File: config.mk
export PLATFORM = sky130hd
export DESIGN_NAME = mem_copy_engine
export DESIGN_NICKNAME = d
export VERILOG_FILES = /design/src/rtl/mem_copy_engine.sv
export SDC_FILE = /design/constraint.sdc
export NUM_CORES = 1
export LEC_CHECK = 0
export CORE_ASPECT_RATIO = 1.1
export CORE_MARGIN = 2
export CORE_UTILIZATION = 45
export CTS_CLUSTER_SIZE = 8
export DETAILED_ROUTE_END_ITERATION = 8
export PLACE_DENSITY = 0.73
export REMOVE_ABC_BUFFERS = 1
export SYNTH_ARGS = -nofsm -noshare
export SYNTH_HDL_FRONTEND = slang
export SYNTH_SLANG_ARGS = --single-unit
File: constraint.sdc
create_clock -name clk -period 3.6 [get_ports clk]
set_input_delay 1.08 -clock clk [delete_from_list [all_inputs] [get_ports clk]]
set_output_delay 1.08 -clock clk [all_outputs]
set_load 0.02 [all_outputs]
File: src/rtl/mem_copy_engine.sv
// mem_copy_engine: owns the data memory port while busy and copies `length`
// words from src_base to dst_base, one READ and one WRITE cycle per word.
// The copy runs descending when the destination overlaps the tail of the
// source, so no source word is overwritten before it has been read.
//
// Ports:
//   clk, rst              clock; asynchronous active-low reset
//   start                 copy request, sampled only in IDLE
//   src_base, dst_base    first source / destination word address
//   length                number of words to copy
//   busy                  high in READ and WRITE
//   done                  one-cycle pulse in DONE
//   words_copied          words written in the current or last transfer
//   mem_A, mem_WD, mem_WE memory address, write data, write enable (registered)
//   mem_RD                memory read data, combinational from mem_A
module mem_copy_engine #(
  parameter int unsigned ADDR_W = 32,
  parameter int unsigned DATA_W = 32,
  parameter int unsigned LEN_W  = 6
) (
  input  logic              clk,
  input  logic              rst,
  input  logic              start,
  input  logic [ADDR_W-1:0] src_base,
  input  logic [ADDR_W-1:0] dst_base,
  input  logic [LEN_W-1:0]  length,
  output logic              busy,
  output logic              done,
  output logic [LEN_W-1:0]  words_copied,
  output logic [ADDR_W-1:0] mem_A,
  output logic [DATA_W-1:0] mem_WD,
  output logic              mem_WE,
  input  logic [DATA_W-1:0] mem_RD
);

  typedef enum logic [1:0] {S_IDLE, S_READ, S_WRITE, S_DONE} state_t;

  state_t            state_q, state_d;
  logic [ADDR_W-1:0] src_q, src_d, dst_q, dst_d, mem_a_d;
  logic [LEN_W-1:0]  len_q, len_d, idx_q, idx_d, wc_d, idx_inc;
  logic              desc_q, desc_d, desc_in;
  logic [DATA_W-1:0] mem_wd_d;
  logic              busy_d, done_d, mem_we_d;

  // Offset of the word handled at a given index, honouring copy direction.
  function automatic logic [LEN_W-1:0] word_off(input logic desc,
                                                input logic [LEN_W-1:0] len,
                                                input logic [LEN_W-1:0] idx);
    return desc ? LEN_W'(len - LEN_W'(1) - idx) : idx;
  endfunction

  // Destination starts inside the source block: walk from the top down.
  assign desc_in = (dst_base > src_base) &&
                   (dst_base < ADDR_W'(src_base + ADDR_W'(length)));
  assign idx_inc = LEN_W'(idx_q + LEN_W'(1));

  // State, latched transfer parameters and all port outputs.
  always_ff @(posedge clk or negedge rst) begin
    if (!rst) begin
      state_q      <= S_IDLE;
      src_q        <= '0;
      dst_q        <= '0;
      len_q        <= '0;
      idx_q        <= '0;
      desc_q       <= 1'b0;
      words_copied <= '0;
      busy         <= 1'b0;
      done         <= 1'b0;
      mem_A        <= '0;
      mem_WD       <= '0;
      mem_WE       <= 1'b0;
    end else begin
      state_q      <= state_d;
      src_q        <= src_d;
      dst_q        <= dst_d;
      len_q        <= len_d;
      idx_q        <= idx_d;
      desc_q       <= desc_d;
      words_copied <= wc_d;
      busy         <= busy_d;
      done         <= done_d;
      mem_A        <= mem_a_d;
      mem_WD       <= mem_wd_d;
      mem_WE       <= mem_we_d;
    end
  end

  // Next state and next registered outputs; mem_WD doubles as the data register.
  always_comb begin
    state_d  = state_q;
    src_d    = src_q;
    dst_d    = dst_q;
    len_d    = len_q;
    idx_d    = idx_q;
    desc_d   = desc_q;
    wc_d     = words_copied;
    mem_wd_d = mem_WD;
    busy_d   = 1'b0;
    done_d   = 1'b0;
    mem_we_d = 1'b0;
    mem_a_d  = '0;
    unique case (state_q)
      S_IDLE: begin
        if (start) begin
          src_d  = src_base;
          dst_d  = dst_base;
          len_d  = length;
          desc_d = desc_in;
          idx_d  = '0;
          wc_d   = '0;
          if (length == '0) begin
            state_d = S_DONE;
            done_d  = 1'b1;
          end else begin
            state_d = S_READ;
            busy_d  = 1'b1;
            mem_a_d = ADDR_W'(src_base + ADDR_W'(word_off(desc_in, length, '0)));
          end
        end
      end
      S_READ: begin
        state_d  = S_WRITE;
        mem_wd_d = mem_RD;
        busy_d   = 1'b1;
        mem_we_d = 1'b1;
        mem_a_d  = ADDR_W'(dst_q + ADDR_W'(word_off(desc_q, len_q, idx_q)));
      end
      S_WRITE: begin
        idx_d = idx_inc;
        wc_d  = LEN_W'(words_copied + LEN_W'(1));
        if (idx_inc == len_q) begin
          state_d = S_DONE;
          done_d  = 1'b1;
        end else begin
          state_d = S_READ;
          busy_d  = 1'b1;
          mem_a_d = ADDR_W'(src_q + ADDR_W'(word_off(desc_q, len_q, idx_inc)));
        end
      end
      S_DONE: begin
        state_d = S_IDLE;
      end
      default: begin
        state_d = S_IDLE;
      end
    endcase
  end

endmodule

-- Word level (Yosys, flattened, before mapping)
Cells that the tools add are included.
- output and inout bits: 73
- register bits: 152
- word-level logic and storage cells: 58
- bits of input ports: 105
- muxes and demuxes: 23
- equal/unequal tests: 5
- $lt $le $gt $ge: 2
- reductions and logical operators: 6
- add/sub/neg operators: 10
- operators by type and width (operator ; number):
    adder 32 x 6 -> 32 bit ; 4
    2-to-1 mux 32 bit ; 3
    one-hot mux 32 bit (3 select lines) ; 1
    greater-than comparator 32 bit ; 1
    less-than comparator 32 bit ; 1
    2-to-1 mux 6 bit ; 4
    one-hot mux 6 bit (2 select lines) ; 2
    adder 6 x 1 -> 6 bit, second input constant ; 2
    subtractor 6 x 1 -> 6 bit, second input constant ; 2
    subtractor 6 bit ; 2
    one-hot mux 2 bit (4 select lines) ; 1
    2-to-1 mux 1 bit ; 7
    equality test 6 bit ; 1
    zero test 6 bit ; 1
    2-to-1 mux 2 bit ; 3
    equality test 2 bit, second input constant ; 2
    AND reduction 2 bit ; 2
    one-hot mux 1 bit (3 select lines) ; 1
    equality test 2 x 1 -> 1 bit, second input constant ; 1
    zero test 2 bit ; 1
    != test 2 bit, second input constant ; 1
    one-hot mux 1 bit (2 select lines) ; 1
    nonzero test 2 bit ; 1
    logical AND 1 bit ; 1

-- Longest topological paths before layout
- depth in word-level cells: 8
- depth in mapped cells: 26

-- Least setup slack after synthesis
OpenSTA, ideal clock, no wires.
- path type: input -> register
- from: input src_base[0]
- to: register mem_A[30]
- required time: 3474 ps
- arrival: 5852 ps
- slack: -2378 ps
- cell stages on the path: 26
- setup time: 126 ps
- path through: ha_1 > inv_1 > fa_1 > nor2b_1 > o21ai_0 > a21oi_1 > o221ai_1 > nor3_1 > xnor2_1 > ha_1 > a21oi_1 > a21boi_0 > a311o_1 > a21oi_1 > o211ai_1 > nor3_1 > ha_1 > inv_1 > fa_1 > nor2b_1 > o31a_1 > o221ai_1 > clkbuf_1 > nor3_1 > xnor2_1 > a221o_1
- cells in the longest elaborated chain, start to end: 8
- ends and longest elaborated chain (what ; RTL line ; source):
    from (decl) ; 24 ; input logic [ADDR_W-1:0] src_base,
    adder 32 x 6 -> 32 bit ; 54 ; (dst_base < ADDR_W'(src_base + ADDR_W'(length)));
    less-than comparator 32 bit ; 54 ;
    logical AND 1 bit ; 53 ; assign desc_in = (dst_base > src_base) &&
    2-to-1 mux 6 bit ; 49 ; return desc ? LEN_W'(len - LEN_W'(1) - idx) : idx;
    adder 32 x 6 -> 32 bit (*) ; 117 ; mem_a_d = ADDR_W'(src_base + ADDR_W'(word_off(desc_in, length, '0)));
    2-to-1 mux 32 bit (*) ; 111 ; if (length == '0) begin
    2-to-1 mux 32 bit (*) ; 104 ; if (start) begin
    one-hot mux 32 bit (3 select lines) (*) ; 102 ; unique case (state_q)
    net mem_a_d[30] ; 39 ; logic [ADDR_W-1:0] src_q, src_d, dst_q, dst_d, mem_a_d;
    to (signal assigned) ; 82 ; mem_A <= mem_a_d;
    to (decl) ; 30 ; output logic [ADDR_W-1:0] mem_A,
The timed path passes the listed nets; every way through them passes the cells marked *.
A chain may end at the register's enable or synchronous reset.

-- Final worst setup path
- from: input length[2]
- to: register mem_A[16]
- cells in the longest elaborated chain, start to end: 8
- ends and longest elaborated chain (what ; RTL line ; source):
    from (decl) ; 26 ; input logic [LEN_W-1:0] length,
    adder 32 x 6 -> 32 bit ; 54 ;
    less-than comparator 32 bit ; 54 ;
    logical AND 1 bit ; 53 ;
    2-to-1 mux 6 bit ; 49 ;
    adder 32 x 6 -> 32 bit ; 117 ;
    2-to-1 mux 32 bit (*) ; 111 ;
    2-to-1 mux 32 bit (*) ; 104 ;
    one-hot mux 32 bit (3 select lines) (*) ; 102 ;
    net mem_a_d[16] ; 39 ;
Marks and branches as above.

==> impl_metrics.py <==
metrics = {
    "run_status": {
        "outcome": "finished with violations",
        "violations": "negative setup slack",
    },
    "synth": {
        "synth-async-reset-ratio_pct": 100,
        "synth_area_per_cell_um2": 8.26,
        "yosysSeqAreaShare_pct": 34.3,
        "synth_area_mm2": 0.0111,
        "synth_cells": 1344,
        "synth-edff-count": 0,
        "synth-main-ff-cell": "dfrtp_1",
        "yosysWarnings": 0,
        "ys_types": 71,
        "synth_seq_cells": 152,
    },
    "global_route": {
        "grt_pass1_wl_mm": 63.6,
        "antenna_found_initial": 0,
        "grt_overflow_total": 0,
        "grt_pass1_vias": 12009,
        "grt_use_total_pct": 31.1,
        "grt_max_degree": 102,
    },
    "timing": {
        "fin_skew_ps": 7.98,
        "rsz0062_at_grt": "true",
        "fmax_ghz": 0.172,
        "hold_viol": 0,
        "setup_viol": 33,
        "worstMarginPinSlew_ps": 929,
        "fin_setup_tns_ps": -62970,
        "max_slew_margin_pct": 37.9,
        "fin_crit_sh_pct": 161,
        "fin_ws_ps": -2210,
        "drv_slew": 0,
        "min_period_ps": 5810,
    },
    "cts": {
        "cts_tree": "built",
        "cts.sinks": 152,
        "numCtsBuffers": 17,
        "ctsHoldBuffers": 0,
        "clockRootBuffer": "clkbuf_16",
        "clk_latency_ps": 440,
        "h-tree-depth": 4,
        "cts_max_path_buffers": 2,
        "clk_pin_slew_worst_paths_ps": 70,
    },
    "route": {
        "first_pass_iters": 8,
        "vias": 12093,
        "wl_per_cell_um": 19.6,
        "drc": 0,
        "ant_nets": 0,
        "wirelength_mm": 41.2,
        "drtIter0Drc": 1183,
        "avgViaCountPerCell": 5.76,
    },
    "floorplan": {
        "fp-row-count": 60,
        "dieHeight_um": 169,
        "core_area_mm2": 0.0243,
        "dieWidth_um": 154,
        "io_pins": 178,
        "initial_utilization_pct": 45.6,
        "die_area_mm2": 0.0259,
    },
    "final_layout": {
        "diodes": 0,
        "layout-drive-gt1-share_pct": 26.6,
        "seqCellArea_mm2": 0.00380,
        "areaGrowthSynthToFinish_pct": 50.2,
        "post-route-util_pct": 68.6,
        "stdcell_area_mm2": 0.0167,
        "num-nets-final": 1991,
        "multi_input_area_mm2": 0.00753,
        "fillCellCount": 1860,
    },
    "placement": {
        "place.gp.congestion": 0.979,
        "dp_hpwl_mm": 30.2,
        "placed_cell_area_mm2": 0.0151,
        "portBuffers": 177,
    },
    "power": {
        "internal-power_mw": 6.66,
        "switching_share_pct": 43.3,
        "p_sw_mw": 5.08,
        "pwr-share-comb_pct": 56.9,
        "clkPwrFrac_pct": 16.3,
        "ir_drop_uv": 400,
        "power.density_mw_per_mm2": 704,
        "p_leak_nw": 7.69,
        "seq_power_share_pct": 26.8,
    },
    "setup_path": {
        "cp.arrival_ps": 6190,
        "path_max_fanout": 4,
        "crit_type": "in -> reg",
        "cp.required_ps": 3980,
        "crit_path_end_kind": "flop",
        "r2r_end": "mem_A[26]",
        "critPathLaunchType": "input pin",
        "reg2regPathDepth": 18,
        "r2r_slack_ps": -990,
        "r2r_start": "len_q[1]",
    },
    "flow_run": {
        "cap_violations": 0,
    },
    "min_path": {
        "worst_hold_path.endpoint": "mem_WD[20]",
        "whs_path_depth": 2,
        "min_path_type": "reg -> reg",
        "hold_path.startpoint": "mem_WD[20]",
    },
}
## metrics by stage
step	hold WS, ps	worst slack (ps)	std cells	power, mW
after global placement	456	-3010	2041	9.37
final	477	-2210	2100	11.7
after global routing	493	-2380	2100	12.5
after floorplan	452	-2490	1288	6.55
after detailed placement	462	-3190	2041	9.55
after CTS	479	-1910	2095	11.6
## critical path: stages
cell	delay, ps
dlygate4sd2_1	250
ha_1	320
nor2b_4	140
o21ai_4	170
a21oi_4	100
buf_6	130
o21ai_4	200
buf_4	160
nand2_1	80
xnor2_2	150
ha_2	210
a211oi_2	220
nand3_1	130
a31oi_1	240
o31a_1	190
o211ai_1	140
buf_4	180
or3_4	340
fa_2	410
nor2b_4	130
o31a_1	190
o221ai_2	120
buf_6	160
buf_6	110
or3_4	330
a21oi_2	160
a211o_1	120
## how the worst max path moves through the flow
stage | startpoint | end | slack (ps) | depth (start not counted)
after floorplan | src_base[0] | mem_A[22] | -2490 | 25
after global placement | src_base[0] | mem_A[28] | -3010 | 25
after detailed placement | src_base[0] | mem_A[24] | -3190 | 28
after CTS | src_base[14] | mem_A[22] | -1910 | 23
after global routing | length[2] | mem_A[22] | -2380 | 27
final | length[2] | mem_A[16] | -2210 | 27
## sequential cells by signal (all words and copies together) (netlist names)
signal	count
state_q	2
mem_WD	32
desc_q	1
len_q	6
dst_q	32
busy	1
idx_q	6
mem_A	32
done	1
src_q	32
words_copied	6
mem_WE	1
## logic make-up after synthesis
| family | count (synthesis) | share of synthesized area, % |
|---|---|---|
| AND/OR/NAND/NOR | 564 | 23.4 |
| AO/OA/AOI/OAI | 268 | 15.2 |
| flip-flops | 152 | 34.3 |
| buffers and inverters | 127 | 4.51 |
| XOR/XNOR | 121 | 9.67 |
| adder cells (fa/ha/maj) | 108 | 12.6 |
| multiplexers | 4 | 0.361 |
## timing repair
action                     4_1_cts  5_1_grt
setup endpoints to repair       33       33
pin swaps                       88       72
gates cloned                     1        0
resized for setup              224       51
setup buffers                   26       11
## synth_stat cells (all sizes together) (7+ instances only)
cell	n	area share, %
o21a	15	1.0
a21o	12	0.82
nor2	56	1.9
nand2	312	11
o221ai	9	0.71
dfrtp	152	34
clkbuf	43	1.5
nand3	41	2.0
and3	9	0.51
xor2	27	2.1
a211oi	9	0.72
or3	8	0.45
o211ai	12	0.81
and4	8	0.63
inv	71	2.4
a22oi	7	0.47
nand2b	8	0.45
nor2b	9	0.51
nor3	49	2.3
ha	102	11
xnor2	93	7.3
nand4	35	2.1
a21oi	62	2.8
buf	13	0.64
o21ai	101	4.6
## area by class of cell
class	count	share of cell area, %
Clock inverter	12	0.998
Timing Repair Buffer	471	24.5
Clock buffer	19	2.66
Multi-Input combinational cell	1065	45.1
Sequential cell	152	22.8
Tap cell	310	2.33
Inverter	71	1.60
## routing by layer
metal | routed length [um] | share of wire (%) | track usage (%) | up-vias
met1 | 16000 | 39 | 38.6 | 5715
met4 | 2270 | 5.5 | 14.8 | 0
met3 | 3360 | 8.1 | 5.33 | 155
li1 | - | - | - | 5543
met2 | 19600 | 48 | 52.9 | 680
met5 | 0 | 0 | 0 | -
## layout by cell type, fill, tap and decap left out, types with 8 or more instances in the layout
cell type / instances
o21ai_1: 10
ha_1: 92
dfrtp_1: 152
xnor2_1: 82
buf_4: 265
xnor2_2: 11
a21oi_1: 49
nand2_1: 307
buf_2: 10
a21oi_2: 11
a21o_1: 11
buf_6: 30
nor3_4: 13
nor2_1: 39
o21ai_0: 84
dlygate4sd2_1: 8
nand4_1: 33
clkbuf_16: 17
inv_1: 67
nor2_2: 8
o21a_1: 15
o211ai_1: 12
nor3_1: 30
and3_1: 9
xor2_1: 26
clkdlybuf4s50_1: 150
nand3_1: 40
nor2_4: 9
## power by group through the flow
stage	clock network, mW	registers, mW	logic, mW
finish	1.92	3.15	6.67
floorplan	0	3.42	3.13
global placement	0	3.13	6.24
detailed placement	0	3.15	6.40
CTS	1.93	3.13	6.54
global route	2.00	3.25	7.28
Note: power is estimated with default switching activity, not from simulation.
